[src/rtl/if_fetch.sv]
// Instruction-fetch front end: owns the PC, drives the instruction ROM and
// buffers (pc, inst) pairs in a small FIFO that feeds decode over valid/ready.
module if_fetch #(
  parameter int ADDR_W     = 32,
  parameter int INST_W     = 32,
  parameter int FIFO_DEPTH = 2
) (
  input  logic              clk,
  input  logic              rst,
  output logic              rom_ce_o,
  output logic [ADDR_W-1:0] rom_addr_o,
  input  logic [INST_W-1:0] rom_inst_i,
  input  logic              branch_flag_i,
  input  logic [ADDR_W-1:0] branch_target_i,
  output logic              if_valid_o,
  output logic [ADDR_W-1:0] if_pc_o,
  output logic [INST_W-1:0] if_inst_o,
  input  logic              id_ready_i
);

  localparam int PW = $clog2(FIFO_DEPTH);
  localparam int CW = PW + 1;

  typedef enum logic {BOOT, FETCH} state_e;

  state_e            state_q, state_d;
  logic [ADDR_W-1:0] pc_q, pc_d;
  logic [PW-1:0]     rd_ptr_q, rd_ptr_d;
  logic [PW-1:0]     wr_ptr_q, wr_ptr_d;
  logic [CW-1:0]     count_q, count_d;

  logic [ADDR_W-1:0] pc_mem   [FIFO_DEPTH];
  logic [INST_W-1:0] inst_mem [FIFO_DEPTH];

  logic              valid;
  logic              push;
  logic              pop;
  logic [ADDR_W-1:0] target_aligned;

  assign valid          = (count_q != '0);
  assign target_aligned = branch_target_i & ~ADDR_W'(3);

  // Fetch enable is decoded from registered state only, so neither the
  // redirect nor the decode handshake reaches the ROM combinationally.
  assign rom_ce_o   = (state_q == FETCH) && (count_q < CW'(FIFO_DEPTH));
  assign rom_addr_o = rom_ce_o ? pc_q : '0;

  assign push = rom_ce_o && !branch_flag_i;
  assign pop  = valid && id_ready_i;

  assign if_valid_o = valid;
  assign if_pc_o    = valid ? pc_mem[rd_ptr_q]   : '0;
  assign if_inst_o  = valid ? inst_mem[rd_ptr_q] : '0;

  always_comb begin
    state_d  = state_q;
    pc_d     = pc_q;
    rd_ptr_d = rd_ptr_q;
    wr_ptr_d = wr_ptr_q;
    count_d  = count_q;

    if (state_q == BOOT) begin
      state_d = FETCH;
    end

    // A redirect flushes everything, including this cycle's fetch and pop.
    if (branch_flag_i) begin
      pc_d     = target_aligned;
      rd_ptr_d = '0;
      wr_ptr_d = '0;
      count_d  = '0;
    end else begin
      if (push) begin
        wr_ptr_d = wr_ptr_q + PW'(1);
        pc_d     = pc_q + ADDR_W'(4);
      end
      if (pop) begin
        rd_ptr_d = rd_ptr_q + PW'(1);
      end
      if (push && !pop) begin
        count_d = count_q + CW'(1);
      end else if (!push && pop) begin
        count_d = count_q - CW'(1);
      end
    end
  end

  always_ff @(posedge clk) begin
    if (rst) begin
      state_q  <= BOOT;
      pc_q     <= '0;
      rd_ptr_q <= '0;
      wr_ptr_q <= '0;
      count_q  <= '0;
    end else begin
      state_q  <= state_d;
      pc_q     <= pc_d;
      rd_ptr_q <= rd_ptr_d;
      wr_ptr_q <= wr_ptr_d;
      count_q  <= count_d;
    end
  end

  // Storage carries no reset; occupancy alone decides what is visible.
  always_ff @(posedge clk) begin
    if (push) begin
      pc_mem[wr_ptr_q]   <= pc_q;
      inst_mem[wr_ptr_q] <= rom_inst_i;
    end
  end

endmodule

[config.mk]
export PLATFORM = sky130hd
export DESIGN_NAME = if_fetch
export DESIGN_NICKNAME = d
export VERILOG_FILES = /design/src/rtl/if_fetch.sv
export SDC_FILE = /design/constraint.sdc
export NUM_CORES = 1
export LEC_CHECK = 0
export CORE_ASPECT_RATIO = 1.1
export CORE_MARGIN = 2
export CORE_UTILIZATION = 50
export CTS_CLUSTER_SIZE = 14
export DETAILED_ROUTE_END_ITERATION = 10
export PLACE_DENSITY = 0.9
export SLEW_MARGIN = 20
export SYNTH_ARGS = -nofsm -noshare
export SYNTH_HDL_FRONTEND = slang
export SYNTH_SLANG_ARGS = --single-unit
[constraint.sdc]
create_clock -name clk -period 8.6 [get_ports clk]
set_clock_uncertainty 0.15 [all_clocks]
set_input_delay 1.72 -clock clk [delete_from_list [all_inputs] [get_ports clk]]
set_output_delay 1.72 -clock clk [all_outputs]
set_load 0.01 [all_outputs]
==> impl_metrics.toml, run 1 <==
[synthesis]
async_reset_ff_share_pct = 0
synth_edf_count = 124
yosysWarnings = 0
synth_cell_types = 42
yosysTopAreaCellShare_pct = 54.3
synth_top_family_by_area = "simple AND/OR/NAND/NOR gates"
yosys_register_bits = 160
seq_area_frac_synth_pct = 64.8
avgSynthCellArea_um2 = 12.6
synthMuxAreaShare_pct = 9.04
syn-instance-count = 545
synth_area_leaders = "edfxtp_1, dfxtp_1, mux2i_1"
yosys.area_share.adder_pct = 0.365
synth_compound_area_share_pct = 5.91
synthSimpleGateAreaFrac_pct = 15.1
synth_flop_cell = "edfxtp_1"
syn-cell-area_um2 = 6860
synth_xor_area_share_pct = 1.91
yosysTopAreaCell = "edfxtp_1"

[sta]
tightest_slew_ns = 1.09
fmax_ghz = 0.217
tns_ns = 0
hold_slack_ns = 0.366
period_share_pct = 53.6
drv_slew = 0
setup_violations = 0
final_hold_viol_count = 0
post-route-worst-setup-slack_ns = 3.99
relSlewSlack_pct = 27.1
rsz0062_at_grt = "false"
layout_min_cycle_time_ns = 4.61

[worst_setup_path]
path_max_fanout = 31
worstSetupEndpointType = "output pin"
crit_arrival_ns = 2.74
crit_type = "flip-flop to output pin"
start_kind = "flip-flop"
crit_required_ns = 6.73
r2r_cells = 5
rrSetupSlack_ns = 5.61
r2r-start = "count_q[1]"
reg2reg_to = "inst_mem[1][17]"

[power_and_ir_drop]
power_density_nw_per_um2 = 200
power.total_mw = 1.84
ir_drop_v = 0.000117
p_leak_nw = 3.01

[drt]
firstDrtPassIters = 5
final_antenna_net_count = 0
num_vias = 4896
wl_per_cell_um = 17.8
drc_errors = 0
viasPerCell = 5.48
wirelength_um = 15900
drt_iter0_drc = 403

[clock_tree]
cts.sinks = 160
h-tree-depth = 4
clockBufferDepth = 2
cts_tree = "yes"
clock_latency_ns = 0.42
ctsHoldBuffers = 0
cts_buffers = 17
ctsResizeCount = 0
clkSlewWorstSetupHoldPaths_ns = 0.07
postCtsSetupBuffers = 0
cts_root_buf = "clkbuf_16"

[final_layout]
finalNetCount = 766
postLayoutCoreUtil_pct = 69.1
layout.area.seq_um2 = 4450
n_fill_cell = 963
drive_gt1_share_pct = 6.35
final_cells = 893
num_antenna_cells = 0
postLayoutCellArea_um2 = 9210
multi_input_area_um2 = 2250
area_delta_synth_final_pct = 34.2

[floorplanning]
start_util_pct = 51.5
die_y_um = 127
dieArea_um2 = 14700
coreArea_um2 = 13300
fp-row-count = 44
io_pins = 166
die_x_um = 116

[placed_design]
numPortBuffers = 159
placedCellCount = 861
pre_cts_ws_ns = 4.41
dpl_cell_area_um2 = 8610
dp_hpwl_um = 10400
gp_congestion = 0.803

[min_path]
hold_path_class = "flip-flop to flip-flop"
whs_path_depth = 0
worstHoldStart = "pc_q[14]"
whs_endpoint = "pc_mem[1][14]"

[outcome]
outcome = "finished, final reports clean"

[grt]
grtUsageTotal_pct = 21.7
grt_max_degree = 63
grt_pass1_vias = 4873
grt_remaining_overflow = 0
grt_pass1_wl_um = 24700
antenna_found_initial = 0

[run]
drv_cap = 0
## per-layer routing
layer  GRT usage [%]  vias up  routed length (um)
met5               0        -                   0
met4            6.58        0                 167
met3            5.30       13                 974
met2            38.8      203                8350
met1            25.7     2348                6380
li1                -     2332                   -
## worst max-delay path, stage by stage, from the launching register on
cell and delay, ns:
dfxtp_1 0.44, nand2b_1 0.56, inv_1 0.28, buf_4 0.32, and2_1 0.21, clkdlybuf4s50_1 0.49
## where the power goes
part	total [mW]	internal, mW	switching, mW
clock network	0.746	0.415	0.331
logic	0.197	0.104	0.0930
registers	0.899	0.869	0.0298
## flip-flops by register name, indices dropped and copies added (netlist names), named ones only
register  flops
wr_ptr_q      1
rd_ptr_q      1
pc_q         30
inst_mem     64
count_q       2
state_q       1
pc_mem       60
## cell type report
class | instances | share of cell area, %
Clock inverter | 15 | 1.85
Clock buffer | 17 | 4.62
Multi-Input combinational cell | 341 | 24.4
Tap cell | 184 | 2.50
Sequential cell | 160 | 48.3
Inverter | 10 | 0.408
Timing Repair Buffer | 166 | 17.9
## placed cells by master, fill, tap and decap left out, types with 6 or more instances in the layout
cell,instances
and4_1,6
buf_4,7
xor2_1,7
or4_1,12
inv_1,9
nor3_1,11
dfxtp_1,35
clkdlybuf4s50_1,159
o31ai_1,12
clkbuf_16,17
and2_1,27
nor2_1,92
nand3_1,10
edfxtp_1,124
nand2_1,15
nor4_1,7
xnor2_1,8
a311oi_1,13
mux2i_1,62
nand4_1,10
a211oi_1,8
## how the worst max path moves through the flow
| stage | end | start | cells past startpoint | slack (ns) |
|---|---|---|---|---|
| 2_1_floorplan | inst_mem[0][0] | branch_flag_i | 2 | 1.68 |
| 3_3_place_gp | rom_addr_o[3] | count_q[1] | 5 | 4.50 |
| 3_5_place_dp | rom_addr_o[31] | count_q[1] | 5 | 4.41 |
| 4_1_cts | rom_addr_o[31] | count_q[1] | 5 | 3.95 |
| 5_1_grt | rom_addr_o[31] | count_q[1] | 5 | 3.83 |
| 6_report | rom_addr_o[29] | count_q[1] | 5 | 3.99 |
## cells by family after synthesis
family / after synthesis
AO/OA/AOI/OAI: 51
XOR/XNOR: 15
adder cells (fa/ha/maj): 2
buffers and inverters: 47
flip-flops: 160
multiplexers: 62
other: 1
AND/OR/NAND/NOR: 207
## cells in the mapped netlist (all sizes together), types with 2 or more instances
master and count:
o21ai 3, and3 3, a311oi 13, nor3 12
edfxtp 124, xnor2 8, a31oi 3, and4 6
nand2b 5, a211oi 8, buf 9, xor2 7
inv 9, o211a 2, clkbuf 28, o311a 4
dfxtp 36, o31ai 12, or3 2, nand2 15
mux2i 62, ha 2, o31a 2, and2 27
or4 12, nor4 7, nand4 11, nor2 93
nand3 10
(Power assumes the default switching activity.)
==> run 2: changes to the inputs <==
Clock period 8.6 ns to 4.8 ns, I/O delays scaled along.
==> run 2 against run 1 <==
Net effect:
- global-route usage decreased by 0.44 points
- flip-flop and latch count is the same
- via count grew 0.65%
- combinational power is 82% higher
- sequential share of layout area down 0.42 points
- largest cell class unchanged
==> impl_metrics.toml, run 2 (same netlist as run 1, synthesis figures left out) <==
[floorplanning]
start_util_pct = 51.5
die_x_um = 116
io_pins = 166
coreArea_um2 = 13300
die_y_um = 127
dieArea_um2 = 14700
fp-row-count = 44

[grt]
grt_max_degree = 63
met1_usage_pct = 26.4
antenna_found_initial = 0
use_met2_pct = 37.7
grtUsageMet3_pct = 4.54
grt_pass1_vias = 4860
grt_pass1_wl_um = 24400
grtUsageTotal_pct = 21.3
grt_remaining_overflow = 0
busiest_layer = "met2"

[clock_tree]
cts_root_buf = "clkbuf_16"
cts_buffers = 17
ctsHoldBuffers = 0
cts_tree = "yes"
postCtsSetupBuffers = 0
clock_latency_ns = 0.41
cts.sinks = 160
ctsResizeCount = 0
clkSlewWorstSetupHoldPaths_ns = 0.07
clockBufferDepth = 2
h-tree-depth = 4

[placed_design]
dp_hpwl_um = 10200
gp_congestion = 0.854
numPortBuffers = 159

[worst_setup_path]
crit_type = "flip-flop to output pin"
path_max_fanout = 23
crit_arrival_ns = 2.70
crit_required_ns = 3.69
crit_path_cell_trace = "nand2b_1 > buf_4 > inv_1 > buf_4 > and2_1 > clkdlybuf4s50_1"
cp_slowest_cell = "clkdlybuf4s50_1"
path_delay_family = "buffers and inverters"
start_kind = "flip-flop"
worst_path_largest_cell_delay_ns = 0.54
cp_common_cell = "buf_4"
critical_path_buf_inv_count = 4
worstSetupEndpointType = "output pin"

[drt]
drc_errors = 0
drt_iter0_drc = 366
num_vias = 4928
wl_per_cell_um = 17.7
firstDrtPassIters = 4
viasPerCell = 5.51
final_antenna_net_count = 0
wirelength_um = 15800

[final_layout]
layout_commonest_cell = "clkdlybuf4s50_1"
num_antenna_cells = 0
top_regs = "inst_mem: 64 flops, pc_mem: 60 flops, pc_q: 30 flops"
area_delta_synth_final_pct = 35.3
regMostFlops = "inst_mem"
layout_common_cells = "clkdlybuf4s50_1, edfxtp_1, nor2_1"
largest_reg_flops = 64
n_fill_cell = 945
postLayoutCoreUtil_pct = 69.7
finalNetCount = 768
drive_gt1_share_pct = 6.47

[sta]
fmax_ghz = 0.262
tns_ns = 0
period_share_pct = 79.5
final_hold_viol_count = 0
setup_violations = 0
relSlewSlack_pct = 36.9
rsz0062_at_grt = "false"
layout_min_cycle_time_ns = 3.81
drv_slew = 0
tightest_slew_ns = 0.940

[power_and_ir_drop]
switching_power_uw = 757
power_density_nw_per_um2 = 363
seqPwrFrac_pct = 47.7
combPwrFrac_pct = 10.7
intPower_mw = 2.61
swShare_pct = 22.5
power_frac_clock_pct = 41.6
p_leak_nw = 3.05
ir_drop_v = 0.000212

[run]
drv_cap = 0

[outcome]
outcome = "finished, final reports clean"

[min_path]
hold_path_class = "flip-flop to flip-flop"
## run 2: cell count changes in the layout (fill, tap and decap cells not counted), sizes merged
cell	previous run	this run
buf	7	9
clkinv	4	7
clkbuf	17	21
clkinvlp	2	0
bufinv	1	3
inv	18	11
## run 2: metrics by stage
stage | cells | power [mW] | setup slack (ns) | instance area (um^2) | hold slack, ns
final | 895 | 3.37 | 0.985 | 9290 | 0.364
after global routing | 895 | 3.47 | 0.830 | 9290 | 0.374
after CTS | 894 | 3.39 | 0.975 | 9260 | 0.354
after global placement | 862 | 1.98 | 1.48 | 8640 | 0.323
after floorplan | 548 | 1.79 | 0.583 | 6880 | 0.274
after detailed placement | 862 | 1.99 | 1.43 | 8640 | 0.338
## run 2: layout make-up
type	instances	area, um^2	share of cell area [%]
sequential	160	4450	47.9
clock inverter	11	153	1.64
tap	184	230	2.48
clock buffer	21	470	5.07
inverter	10	37.5	0.404
multi-input combinational	341	2260	24.3
timing repair buffer	168	1690	18.2
## run 2: final timing paths
path              startpoint             end  slack, ns  cells past startpoint
hold / removal      pc_q[19]   pc_mem[1][19]       0.36                      0
setup reg to reg  count_q[1]  inst_mem[1][8]       1.88                      5
setup / recovery  count_q[1]  rom_addr_o[29]       0.99                      6
hold reg to reg     pc_q[19]   pc_mem[1][19]       0.36                      0
## run 2: worst reg2reg max path, stage by stage, from the launching register on
cell and delay, ns:
dfxtp_1 0.37, nand2b_1 0.17, buf_4 0.20, inv_1 0.53, and3_2 0.45, buf_4 0.62
## run 2: routing by layer
layer  up-vias  part of all wire [%]  wire length (um)
li1       2335                     -                 -
met2       200                    52              8160
met1      2379                    41              6430
met4         0                   1.0               163
met5         -                     0                 0
met3        14                   6.8              1070
## run 2: power by group through the flow
stage	logic [mW]	registers (mW)	clock network (mW)
after floorplan	0.176	1.62	0
after global placement	0.345	1.63	0
after detailed placement	0.354	1.64	0
after CTS	0.357	1.61	1.42
after global routing	0.388	1.61	1.47
final	0.359	1.61	1.40
==> run 3: changes to the inputs <==
Settings changed: CORE_UTILIZATION 50 to 45, PLACE_DENSITY 0.9 to 0.86.
Clock period 4.8 ns to 3.45 ns, I/O delays scaled along.
==> run 3 against run 2 <==
Net effect:
- critical path depth fell by 2
- global-route usage shrank 1.4 points
- final cell count is 1.8% higher
- flip-flop and latch count did not move
- non-clock buffer count increased by 4
- final area about the same
- die area grew 11%
- via count about the same
- sequential share of layout area about the same
- core utilization is 7.7 points lower
- clock-buffer cell count is the same
==> impl_metrics.toml, run 3 (same netlist as run 1, synthesis figures left out) <==
[clock_tree]
ctsHoldBuffers = 0
cts.sinks = 160
postCtsSetupBuffers = 0
cts_buffers = 17
clockBufferDepth = 2
cts_root_buf = "clkbuf_16"
clock_latency_ns = 0.41
cts_tree = "yes"
h-tree-depth = 4
clkSlewWorstSetupHoldPaths_ns = 0.06
ctsResizeCount = 0

[placed_design]
placedCellCount = 879
numPortBuffers = 159
gp_congestion = 0.834
dp_hpwl_um = 11100

[final_layout]
num_antenna_cells = 0
multi_input_area_um2 = 2260
layout_commonest_cell = "clkdlybuf4s50_1"
drive_gt1_share_pct = 6.85
top_regs = "inst_mem: 64 flops, pc_mem: 60 flops, pc_q: 30 flops"
largest_reg_flops = 64
layout_common_cells = "clkdlybuf4s50_1, edfxtp_1, nor2_1"
finalNetCount = 772
layout.area.seq_um2 = 4450
final_cells = 911
postLayoutCoreUtil_pct = 62.0
regMostFlops = "inst_mem"
n_fill_cell = 1150
area_delta_synth_final_pct = 35.4

[grt]
grt_pass1_wl_um = 24900
grt_max_degree = 50
grt_remaining_overflow = 0
grt_pass1_vias = 4927
antenna_found_initial = 0
grtUsageTotal_pct = 19.9

[floorplanning]
start_util_pct = 45.8
io_pins = 166
die_x_um = 122
fp-row-count = 47
dieArea_um2 = 16300
coreArea_um2 = 15000
die_y_um = 134

[worst_setup_path]
rrSetupSlack_ns = 0.72
worstSetupEndpointType = "output pin"
crit_type = "flip-flop to output pin"
start_kind = "flip-flop"
worst_path_largest_cell_delay_ns = 0.72
cp_slowest_cell = "dfxtp_4"
path_max_fanout = 30
crit_path_cell_trace = "buf_4 > mux2i_1 > nor2_1 > clkdlybuf4s50_1"
crit_arrival_ns = 2.21
crit_required_ns = 2.61

[sta]
relSlewSlack_pct = 43.7
fmax_ghz = 0.328
period_share_pct = 88.4
drv_slew = 0
setup_violations = 0
layout_min_cycle_time_ns = 3.05
tns_ns = 0
rsz0062_at_grt = "false"
tightest_slew_ns = 0.838
final_hold_viol_count = 0
hold_slack_ns = 0.371

[drt]
drt_iter0_drc = 439
wirelength_um = 16100
drc_errors = 0
firstDrtPassIters = 5
num_vias = 4927
final_antenna_net_count = 0
wl_per_cell_um = 17.6
viasPerCell = 5.41

[power_and_ir_drop]
power_density_nw_per_um2 = 487
p_leak_nw = 3.03
power_frac_clock_pct = 39.4
ir_drop_v = 0.000293
seqPwrFrac_pct = 49.3
intPower_mw = 3.49
combPwrFrac_pct = 11.2
switching_power_mw = 1.04
swShare_pct = 22.9

[outcome]
outcome = "finished, final reports clean"

[min_path]
hold_path_class = "flip-flop to flip-flop"

[run]
drv_cap = 0
-- run 3: changes by cell type in the layout (fill, tap and decap cells not counted), sizes merged --
cell / previous run / this run
clkinv: 7 / 5
buf: 9 / 13
bufinv: 3 / 1
clkinvlp: 0 / 4
-- run 3: final timing paths --
kind | from | end | depth (start not counted)
setup / recovery | flip-flop | if_inst_o[20] | 4
hold / removal | pc_q[19] | pc_mem[1][19] | 0
setup reg to reg | pc_q[11] | pc_q[24] | 4
hold reg to reg | pc_q[19] | pc_mem[1][19] | 0
-- run 3: worst max-delay path: cells and delay by family, from the launching register on --
family / cells / cell delay (ns)
simple gates: 1 / 0.05
mux: 1 / 0.22
buf+inv: 2 / 0.80
flops: 1 / 0.72
-- run 3: area by class of cell --
class	instances	area share [%]
Sequential cell	160	47.9
Multi-Input combinational cell	341	24.3
Timing Repair Buffer	172	18.6
Clock buffer	21	5.08
Tap cell	196	2.64
Clock inverter	11	1.13
Inverter	10	0.404
-- run 3: power groups by stage --
| stage | Combinational [mW] | Clock, mW | Sequential (mW) |
|---|---|---|---|
| 4_1_cts | 0.513 | 1.82 | 2.23 |
| 5_1_grt | 0.549 | 1.91 | 2.24 |
| 6_report | 0.509 | 1.79 | 2.24 |
| 3_5_place_dp | 0.510 | 0 | 2.28 |
| 3_3_place_gp | 0.496 | 0 | 2.27 |
| 2_1_floorplan | 0.245 | 0 | 2.25 |
-- run 3: layer usage --
layer  GRT usage, %  routed length, um  share of wire [%]  vias to the layer above
met5              0                  0                  0                        -
met4           5.75                167                1.0                        0
met3           4.79                996                6.2                       13
met2           35.2               8500                 53                      199
met1           24.1               6400                 40                     2368
li1               -                  -                  -                     2347
-- run 3: metrics by stage --
stage	setup WS (ns)	power [mW]	area (um^2)
2_1_floorplan	0.167	2.49	6880
3_3_place_gp	0.684	2.76	8720
3_5_place_dp	0.643	2.78	8720
4_1_cts	0.347	4.56	9290
5_1_grt	0.255	4.70	9290
6_report	0.402	4.53	9290
